**config.mk**
```make
export PLATFORM = sky130hd
export DESIGN_NAME = pattern_scan_controller_flat
export DESIGN_NICKNAME = d
export VERILOG_FILES = /design/src/rtl/pattern_scan_pkg.sv /design/src/rtl/pattern_scan_controller_if.sv /design/src/rtl/seq_window_matcher.sv /design/src/rtl/pattern_scan_controller.sv /design/src/flat_wrapper.sv
export SDC_FILE = /design/constraint.sdc
export NUM_CORES = 1
export LEC_CHECK = 0
export CAP_MARGIN = 20
export CORE_MARGIN = 2
export CORE_UTILIZATION = 25
export CTS_CLUSTER_DIAMETER = 30
export DETAILED_ROUTE_END_ITERATION = 12
export GPL_TIMING_DRIVEN = 1
export PLACE_DENSITY = 0.57
export SLEW_MARGIN = 15
export SYNTH_ARGS = -nofsm -noshare
export SYNTH_HDL_FRONTEND = slang
export SYNTH_HIERARCHICAL = 1
export SYNTH_SLANG_ARGS = --single-unit
```
**constraint.sdc**
```tcl
create_clock -name clock -period 4.13 [get_ports clock]
set_input_delay 1.0325 -clock clock [delete_from_list [all_inputs] [get_ports clock]]
set_output_delay 1.0325 -clock clock [all_outputs]
set_load 0.1 [all_outputs]
```
**src/rtl/pattern_scan_pkg.sv**
```systemverilog
// Shared types and default widths for the pattern scan controller.
package pattern_scan_pkg;

  typedef enum logic [1:0] {
    IDLE = 2'd0,
    SCAN = 2'd1,
    DONE = 2'd2
  } state_t;

  localparam int DEF_DATA_WIDTH    = 16;
  localparam int DEF_PATTERN_WIDTH = 3;
  localparam int DEF_COUNT_WIDTH   = $clog2(DEF_DATA_WIDTH + 1);

endpackage

```
**src/rtl/pattern_scan_controller_if.sv**
```systemverilog
// Word-in / count-out handshake bundle plus pattern config and status.
interface pattern_scan_controller_if
  import pattern_scan_pkg::*;
#(
  parameter int DATA_WIDTH    = DEF_DATA_WIDTH,
  parameter int PATTERN_WIDTH = DEF_PATTERN_WIDTH,
  parameter int COUNT_WIDTH   = $clog2(DATA_WIDTH + 1)
);
  logic                     cfg_write;
  logic [PATTERN_WIDTH-1:0] cfg_pattern;
  logic                     in_valid;
  logic [DATA_WIDTH-1:0]    in_data;
  logic                     in_ready;
  logic                     out_valid;
  logic [COUNT_WIDTH-1:0]   out_count;
  logic                     out_ready;
  logic                     busy;

  modport master (
    output cfg_write, cfg_pattern,
    output in_valid, in_data,
    input  in_ready,
    input  out_valid, out_count,
    output out_ready,
    input  busy
  );

  modport slave (
    input  cfg_write, cfg_pattern,
    input  in_valid, in_data,
    output in_ready,
    output out_valid, out_count,
    input  out_ready,
    output busy
  );
endinterface

```
**src/rtl/seq_window_matcher.sv**
```systemverilog
// Sliding bit window with fill tracking; flags a hit on the post-shift window.
module seq_window_matcher #(
  parameter int PATTERN_WIDTH = 3
) (
  input  logic                     clock,
  input  logic                     clear,
  input  logic                     bit_valid,
  input  logic                     bit_in,
  input  logic [PATTERN_WIDTH-1:0] pattern,
  input  logic                     flush,
  output logic                     hit
);
  localparam int FW = $clog2(PATTERN_WIDTH + 1);
  localparam logic [FW-1:0] FULL = FW'(PATTERN_WIDTH);

  logic [PATTERN_WIDTH-1:0] win;
  logic [PATTERN_WIDTH-1:0] win_nx;
  logic [FW-1:0]            fill;
  logic [FW-1:0]            fill_nx;

  always_comb begin
    win_nx  = {win[PATTERN_WIDTH-2:0], bit_in};
    fill_nx = (fill == FULL) ? FULL : fill + 1'b1;
  end

  // Partial windows right after a flush must never count.
  assign hit = bit_valid
             && (win_nx == pattern)
             && (fill_nx == FULL);

  always_ff @(posedge clock or posedge clear) begin
    if (clear) begin
      win  <= '0;
      fill <= '0;
    end else if (flush) begin
      win  <= '0;
      fill <= '0;
    end else if (bit_valid) begin
      win  <= win_nx;
      fill <= fill_nx;
    end
  end
endmodule

```
**src/rtl/pattern_scan_controller.sv**
```systemverilog
// Word-to-bit sequencer counting pattern hits per word.
// PATTERN_SCAN_CARRY_EN: keep the window across words so boundary hits count.
module pattern_scan_controller
  import pattern_scan_pkg::*;
#(
  parameter int DATA_WIDTH    = DEF_DATA_WIDTH,
  parameter int PATTERN_WIDTH = DEF_PATTERN_WIDTH,
  parameter int COUNT_WIDTH   = $clog2(DATA_WIDTH + 1)
) (
  input logic clock,
  input logic clear,
  pattern_scan_controller_if.slave bus
);
  localparam int BW = $clog2(DATA_WIDTH);

  state_t                   state;
  state_t                   state_nx;
  logic [DATA_WIDTH-1:0]    shreg;
  logic [BW-1:0]            bit_cnt;
  logic [COUNT_WIDTH-1:0]   match_cnt;
  logic [PATTERN_WIDTH-1:0] pattern;
  logic                     accept;
  logic                     cfg_take;
  logic                     bit_valid;
  logic                     last_bit;
  logic                     flush;
  logic                     hit;

  assign accept    = (state == IDLE) && bus.in_valid;
  assign cfg_take  = (state == IDLE) && bus.cfg_write;
  assign bit_valid = (state == SCAN);
  assign last_bit  = (bit_cnt == '0);

`ifdef PATTERN_SCAN_CARRY_EN
  assign flush = cfg_take;
`else
  assign flush = accept;
`endif

  seq_window_matcher #(
    .PATTERN_WIDTH(PATTERN_WIDTH)
  ) u_matcher (
    .clock    (clock),
    .clear    (clear),
    .bit_valid(bit_valid),
    .bit_in   (shreg[DATA_WIDTH-1]),
    .pattern  (pattern),
    .flush    (flush),
    .hit      (hit)
  );

  always_ff @(posedge clock or posedge clear) begin
    if (clear) state <= IDLE;
    else       state <= state_nx;
  end

  always_comb begin
    state_nx = state;
    unique case (state)
      IDLE:    if (bus.in_valid)  state_nx = SCAN;
      SCAN:    if (last_bit)      state_nx = DONE;
      DONE:    if (bus.out_ready) state_nx = IDLE;
      default:                    state_nx = IDLE;
    endcase
  end

  always_comb begin
    bus.in_ready  = (state == IDLE) && !clear;
    bus.out_valid = (state == DONE);
    bus.busy      = (state != IDLE);
    bus.out_count = (state == DONE) ? match_cnt : '0;
  end

  // Pattern is written at the acceptance edge, so it governs that word.
  always_ff @(posedge clock or posedge clear) begin
    if (clear) begin
      pattern   <= '0;
      shreg     <= '0;
      bit_cnt   <= '0;
      match_cnt <= '0;
    end else begin
      if (cfg_take) pattern <= bus.cfg_pattern;
      if (accept) begin
        shreg     <= bus.in_data;
        bit_cnt   <= BW'(DATA_WIDTH - 1);
        match_cnt <= '0;
      end else if (bit_valid) begin
        shreg   <= {shreg[DATA_WIDTH-2:0], 1'b0};
        bit_cnt <= bit_cnt - 1'b1;
        if (hit) match_cnt <= match_cnt + 1'b1;
      end
    end
  end
endmodule

```
**src/flat_wrapper.sv**
```systemverilog
// flat-port wrapper written by rule: the top's interface ports become plain ports
module pattern_scan_controller_flat import pattern_scan_pkg::*;
#(
  parameter int DATA_WIDTH    = DEF_DATA_WIDTH,
  parameter int PATTERN_WIDTH = DEF_PATTERN_WIDTH,
  parameter int COUNT_WIDTH   = $clog2(DATA_WIDTH + 1)
)
  (clock, clear, bus_cfg_write, bus_cfg_pattern, bus_in_valid, bus_in_data, bus_in_ready, bus_out_valid, bus_out_count, bus_out_ready, bus_busy);
  pattern_scan_controller_if #(.DATA_WIDTH(DATA_WIDTH), .PATTERN_WIDTH(PATTERN_WIDTH), .COUNT_WIDTH(COUNT_WIDTH)) bus_i ();
  input logic clock;
  input logic clear;
  input wire logic [$bits(bus_i.cfg_write)-1:0] bus_cfg_write;
  input wire logic [$bits(bus_i.cfg_pattern)-1:0] bus_cfg_pattern;
  input wire logic [$bits(bus_i.in_valid)-1:0] bus_in_valid;
  input wire logic [$bits(bus_i.in_data)-1:0] bus_in_data;
  output wire logic [$bits(bus_i.in_ready)-1:0] bus_in_ready;
  output wire logic [$bits(bus_i.out_valid)-1:0] bus_out_valid;
  output wire logic [$bits(bus_i.out_count)-1:0] bus_out_count;
  input wire logic [$bits(bus_i.out_ready)-1:0] bus_out_ready;
  output wire logic [$bits(bus_i.busy)-1:0] bus_busy;
  assign bus_i.cfg_write = bus_cfg_write;
  assign bus_i.cfg_pattern = bus_cfg_pattern;
  assign bus_i.in_valid = bus_in_valid;
  assign bus_i.in_data = bus_in_data;
  assign bus_in_ready = bus_i.in_ready;
  assign bus_out_valid = bus_i.out_valid;
  assign bus_out_count = bus_i.out_count;
  assign bus_i.out_ready = bus_out_ready;
  assign bus_busy = bus_i.busy;
  pattern_scan_controller #(.DATA_WIDTH(DATA_WIDTH), .PATTERN_WIDTH(PATTERN_WIDTH), .COUNT_WIDTH(COUNT_WIDTH)) u_core (.clock(clock), .clear(clear), .bus(bus_i));
endmodule
```
* Word level (Yosys, flattened, before mapping)
Cells that the tools add are included.
** Cells by class
- Multiplexer cells :: 17
- Equality and inequality tests :: 8
- Reductions and logical operators :: 13
- Add/subtract/negate cells :: 3
** Operator list (count)
- $mux W16 :: 2
- $mux W5 :: 4
- $mux W2 :: 8
- $mux W4 :: 2
- $eq A2 B2 Y1 const B :: 3
- $pmux W2 S3 :: 1
- $reduce_bool A2 Y1 :: 3
- $add A5 B1 Y5 const B :: 1
- $logic_and A1 B1 Y1 :: 5
- $logic_not A4 Y1 :: 1
- $ne A2 B1 Y1 const B :: 2
- $sub A4 B1 Y4 const B :: 1
- $eq A3 B3 Y1 :: 1
- $reduce_and A3 Y1 :: 1
- $add A2 B1 Y2 const B :: 1
- $eq A2 B1 Y1 const B :: 1
- $logic_not A2 Y1 :: 1
- $ne A2 B2 Y1 const B :: 1
- $reduce_and A2 Y1 :: 1
- $logic_not A1 Y1 :: 1
** Word-level totals
- Word-level logic and storage cells :: 48
- Input port bits :: 24
- Bits in registers :: 34
- Output and inout port bits :: 8

* Depth between registers and ports, before layout
- Depth after elaboration :: 7
- Gate-level depth with buffers :: 9
- Gate-level depth less buffers :: 7

* Cells and area by module
Netlist, hierarchy kept.
** Modules (own cells, without submodules)
- pattern_scan_controller :: instances 1, cells each 139, sequential area each 750.7 µm², area an instance 1395.1 µm²
- seq_window_matcher :: instances 1, cells each 20, sequential area each 100.1 µm², area an instance 210.2 µm²

* Worst setup path before layout
OpenSTA, ideal clock, no wires.
- Path type :: register to output
- Start :: register u_core.state[0]
- End :: output bus_out_count[0]
- Stages on the path, launching flop included :: 3
- Arrival time :: 2.827 ns
- Buffers on the path :: 0
- Path slack :: 0.270 ns
- Cell sequence :: dfrtp_1 nor2b_1 and2_1
** Between the ends
- Longest elaborated chain between the ends :: 2
** Ends and longest elaborated chain
- start: declaration :: line pattern_scan_controller.sv:16 : state_t state;
- start signal: assignment :: line pattern_scan_controller.sv:54 : else state <= state_nx;
- $eq A2 B2 Y1
- net bus_out_valid :: line flat_wrapper.sv:17 : output wire logic [$bits(bus_i.out_valid)-1:0] bus_out_valid;
- $mux W5 :: line pattern_scan_controller.sv:71 : bus.out_count = (state == DONE) ? match_cnt : '0;
- end: declaration :: line flat_wrapper.sv:18 : output wire logic [$bits(bus_i.out_count)-1:0] bus_out_count;
The timed path passes the listed nets, and every way through them passes these cells.

* Worst setup path after layout
- Start :: register u_core.state[0]
- End :: output bus_busy
** Between the ends
- Longest elaborated chain between the ends :: 1
** Ends and longest elaborated chain
- $reduce_bool A2 Y1 :: line pattern_scan_controller.sv:70 : bus.busy = (state != IDLE);
- end: declaration :: line flat_wrapper.sv:20 : output wire logic [$bits(bus_i.busy)-1:0] bus_busy;
Every way passes these cells.

==> metrics.md <==
| Metric | Value |
|---|---|
| Peak supply drop | `between 200 and 250 uV` |
| Worst-Skew Late Latency | `about 0.28 ns` |
| Nets@finish | `about 220` |
| Maximum buffer depth of the clock tree | `2` |
| Final Cell Area | `2050 sq um` |
| Detailed Route WL | `between 3000 and 4000 um` |
| RSZ-0062 raised after global routing | `no` |
| FFs w/ async S/R, synth | `100%` |
| Minimum clock period | `approximately 3.1 ns` |
| GP Congestion | `approximately 0.71` |
| Share of cells above drive strength 1 | `between 10 and 15%` |
| Non-Filler Instances | `271` |
| CP cell instances | `or2_2 -> clkdlybuf4s50_1` |
| Fin crit share | `between 70% and 80%` |
| CP max-delay cell | `clkdlybuf4s50_1` |
| Clock root buffer | `clkbuf_8` |
| H-tree depth | `2` |
| Slew headroom | `between 30% and 40%` |
| Total track usage | `around a tenth` |
| Drt wl/cell | `around 12 um` |
| Place WS | `around 1.2 ns` |
| CTS Hold Bufs | `0` |
| Max cap viols | `0` |
| Fin. Hold Viols | `0` |
| Reg2Reg Capture Point | `u_core/match_cnt[3]` |
| Hold Path Class | `flop to flop` |
| CP Capture Type | `output port` |
| FF-to-FF Start | `u_core/state[1]` |
| Reg-to-reg setup timing slack | `between 2 and 2.5 ns` |
| Largest net degree at the start of global routing | `31` |
| Syn Area/Cell | `~10 sq um` |
| Worst Setup Start Kind | `flop` |
| Placed Cells incl. Taps | `263` |
| Post-synthesis cell count | `159` |
| Row count | `29` |
| Area of the multi-input gates | `approximately 660 sq um` |
| Initial Util | `around 26%` |
| Synth unique cells | `37` |
| Hold path startpoint | `u_core/match_cnt[4]` |
| DRT antenna net count | `0` |
| Status | `completed` |
| Initial antenna violation count | `0` |
| Ant. Diodes | `0` |
| First-pass GRT wire length | `5800 um` |
| Post-CTS setup buffer count | `0` |
| Clock transition at the registers of the reported paths | `approximately 0.070 ns` |
| Arr. time, crit path | `roughly 2.0 ns` |
| WS Path Type | `flop to output port` |
| Synth Cell Area | `between 1500 and 2000 sq um` |
| Final setup margin | `1.05 ns` |
| Data required, critical path | `around 3.1 ns` |
| Seq cells post-synth | `34` |
| Post-synth net total | `~190` |
| Hpwl dp | `between 2000 and 2500 um` |
| I/O pins | `32` |
| Fillers | `approximately 700` |
| Placed Area | `around 2000 sq um` |
| First-pass DRT Iterations | `4` |
| Worst-path fanout max | `8` |
| Worst clock skew | `approximately 0.0064 ns` |
| Most frequent cells in the layout | `nand2_1 (39), dfrtp_1 (34), clkdlybuf4s50_1 (24)` |
| Most common cell after layout, fill and taps aside | `nand2_1` |
| Hold EP | `u_core/match_cnt[4]` |
| Core Box Area | `6280 sq um` |
| PostCTS Resize Cnt | `0` |
| Via count | `~1,200` |
| Hold depth | `1` |
| Seq/Total Area, Yosys | `a little over half` |
| PwrDens | `604 nW/um^2` |
| Initial drt markers | `between 70 and 80` |
| Fmax | `~320 MHz` |
| Post-synth EDFFs | `0` |
| Pin slew with the least headroom to its limit | `about 0.96 ns` |
| Vias per cell | `roughly 4.5` |
| Max-slew violations | `0` |
| Final Setup Violations | `0` |
| Buffers added on ports | `31` |
| Reg area | `approximately 850 sq um` |
| Leak pwr | `about 0.96 nW` |
| Num CTS Buffers | `5` |
| CP max stage delay | `between 1 and 1.5 ns` |
| Area Overhead vs Synth | `27.5%` |
| YS warnings | `6` |
| Die width | `between 80 and 90 um` |
| CTS tree | `done` |
| Sinks on Clock Net | `34` |
| Top_reg_cell synth | `dfrtp_1` |
| Setup TNS | `0 ns` |
| DR DRC count | `0` |
| Vias in the first global route | `between 1,000 and 1,500` |
| Worst R2R Path Depth | `7` |
| Grt ovf | `0` |
| Die H | `84.1 um` |
| Die Area | `7080 sq um` |
| WHS | `between 0.4 and 0.5 ns` |
[metal layers]
metal	wire length, um	vias to the layer above	track usage, %
met5	0	-	0
met4	19	0	3.08
met3	173	2	4.03
met2	1460	26	16.2
met1	1600	579	13.2
li1	-	610	-
[worst max-delay path, delay by kind of cell (launching register included)]
kind	cells	cell delay, ns
and+or+nand+nor	1	0.18
buffers and inverters	1	1.13
DFF	1	0.46
[worst max-delay path by stage]
stage,end,from,cells past startpoint,slack (ns)
final,bus_busy,u_core/state[0],2,1.05
after global routing,bus_busy,u_core/state[0],2,0.98
after CTS,bus_busy,u_core/state[0],2,1.03
after detailed placement,bus_in_ready,clear,3,1.20
after global placement,bus_in_ready,clear,3,1.23
after floorplan,bus_out_count[0],u_core/state[0],2,0.27
[flip-flops by register name, summed over array words and instances (netlist names)]
| name | cells |
|---|---|
| u_core/shreg | 16 |
| u_core/match_cnt | 5 |
| u_core/bit_cnt | 4 |
| u_core/pattern | 3 |
| u_core/state | 2 |
| u_core/u_matcher/fill | 2 |
| u_core/u_matcher/win | 2 |
[power breakdown]
group / switching (mW) / leakage, nW / total [mW] / internal [mW]
sequential: 0.0908 / 0.425 / 0.552 / 0.461
clock: 0.119 / 0.0482 / 0.253 / 0.134
combinational: 0.249 / 0.492 / 0.432 / 0.183
[cell type report]
cell class	count	area share [%]
repair buffers	34	15.4
inverters	8	1.71
clock inverters	1	0.244
clock buffers	7	4.22
multi-input cells	110	32.2
flip-flops and latches	34	41.6
well taps	77	4.71
[cell usage after synthesis (2+ instances only)]
cell	instances	share of area, %
mux2_2	3	2.1
o211ai_1	2	0.94
a22oi_1	15	7.0
nand4b_1	2	1.1
buf_2	2	0.62
nand2_1	39	9.1
a21oi_1	4	1.2
mux2i_1	3	1.9
inv_1	7	1.6
ha_1	2	1.6
o21ai_0	3	0.94
dfrtp_1	34	53
xor2_1	5	2.7
nand3_1	3	0.94
nor2_1	8	1.9
and2_1	5	1.9
buf_6	2	1.4
[logic make-up (layout without fill, tap and decap cells)]
kind of cell | after synthesis | after routing | share of synthesized area, %
multiplexers | 6 | 6 | 3.97
adder cells (fa/ha/maj) | 2 | 2 | 1.56
XOR/XNOR | 5 | 5 | 2.73
AND/OR/NAND/NOR | 70 | 70 | 21.1
AO/OA/AOI/OAI | 27 | 27 | 11.6
buffers and inverters | 15 | 50 | 6.00
flip-flops | 34 | 34 | 53.0
[stage by stage]
step	utilization [%]	total power, mW
detailed placement	31.2	0.998
CTS	32.6	1.26
finish	32.6	1.24
global route	32.6	1.35
floorplan	-	0.896
global placement	31.2	0.987
Power figures use the tool's default switching activity.
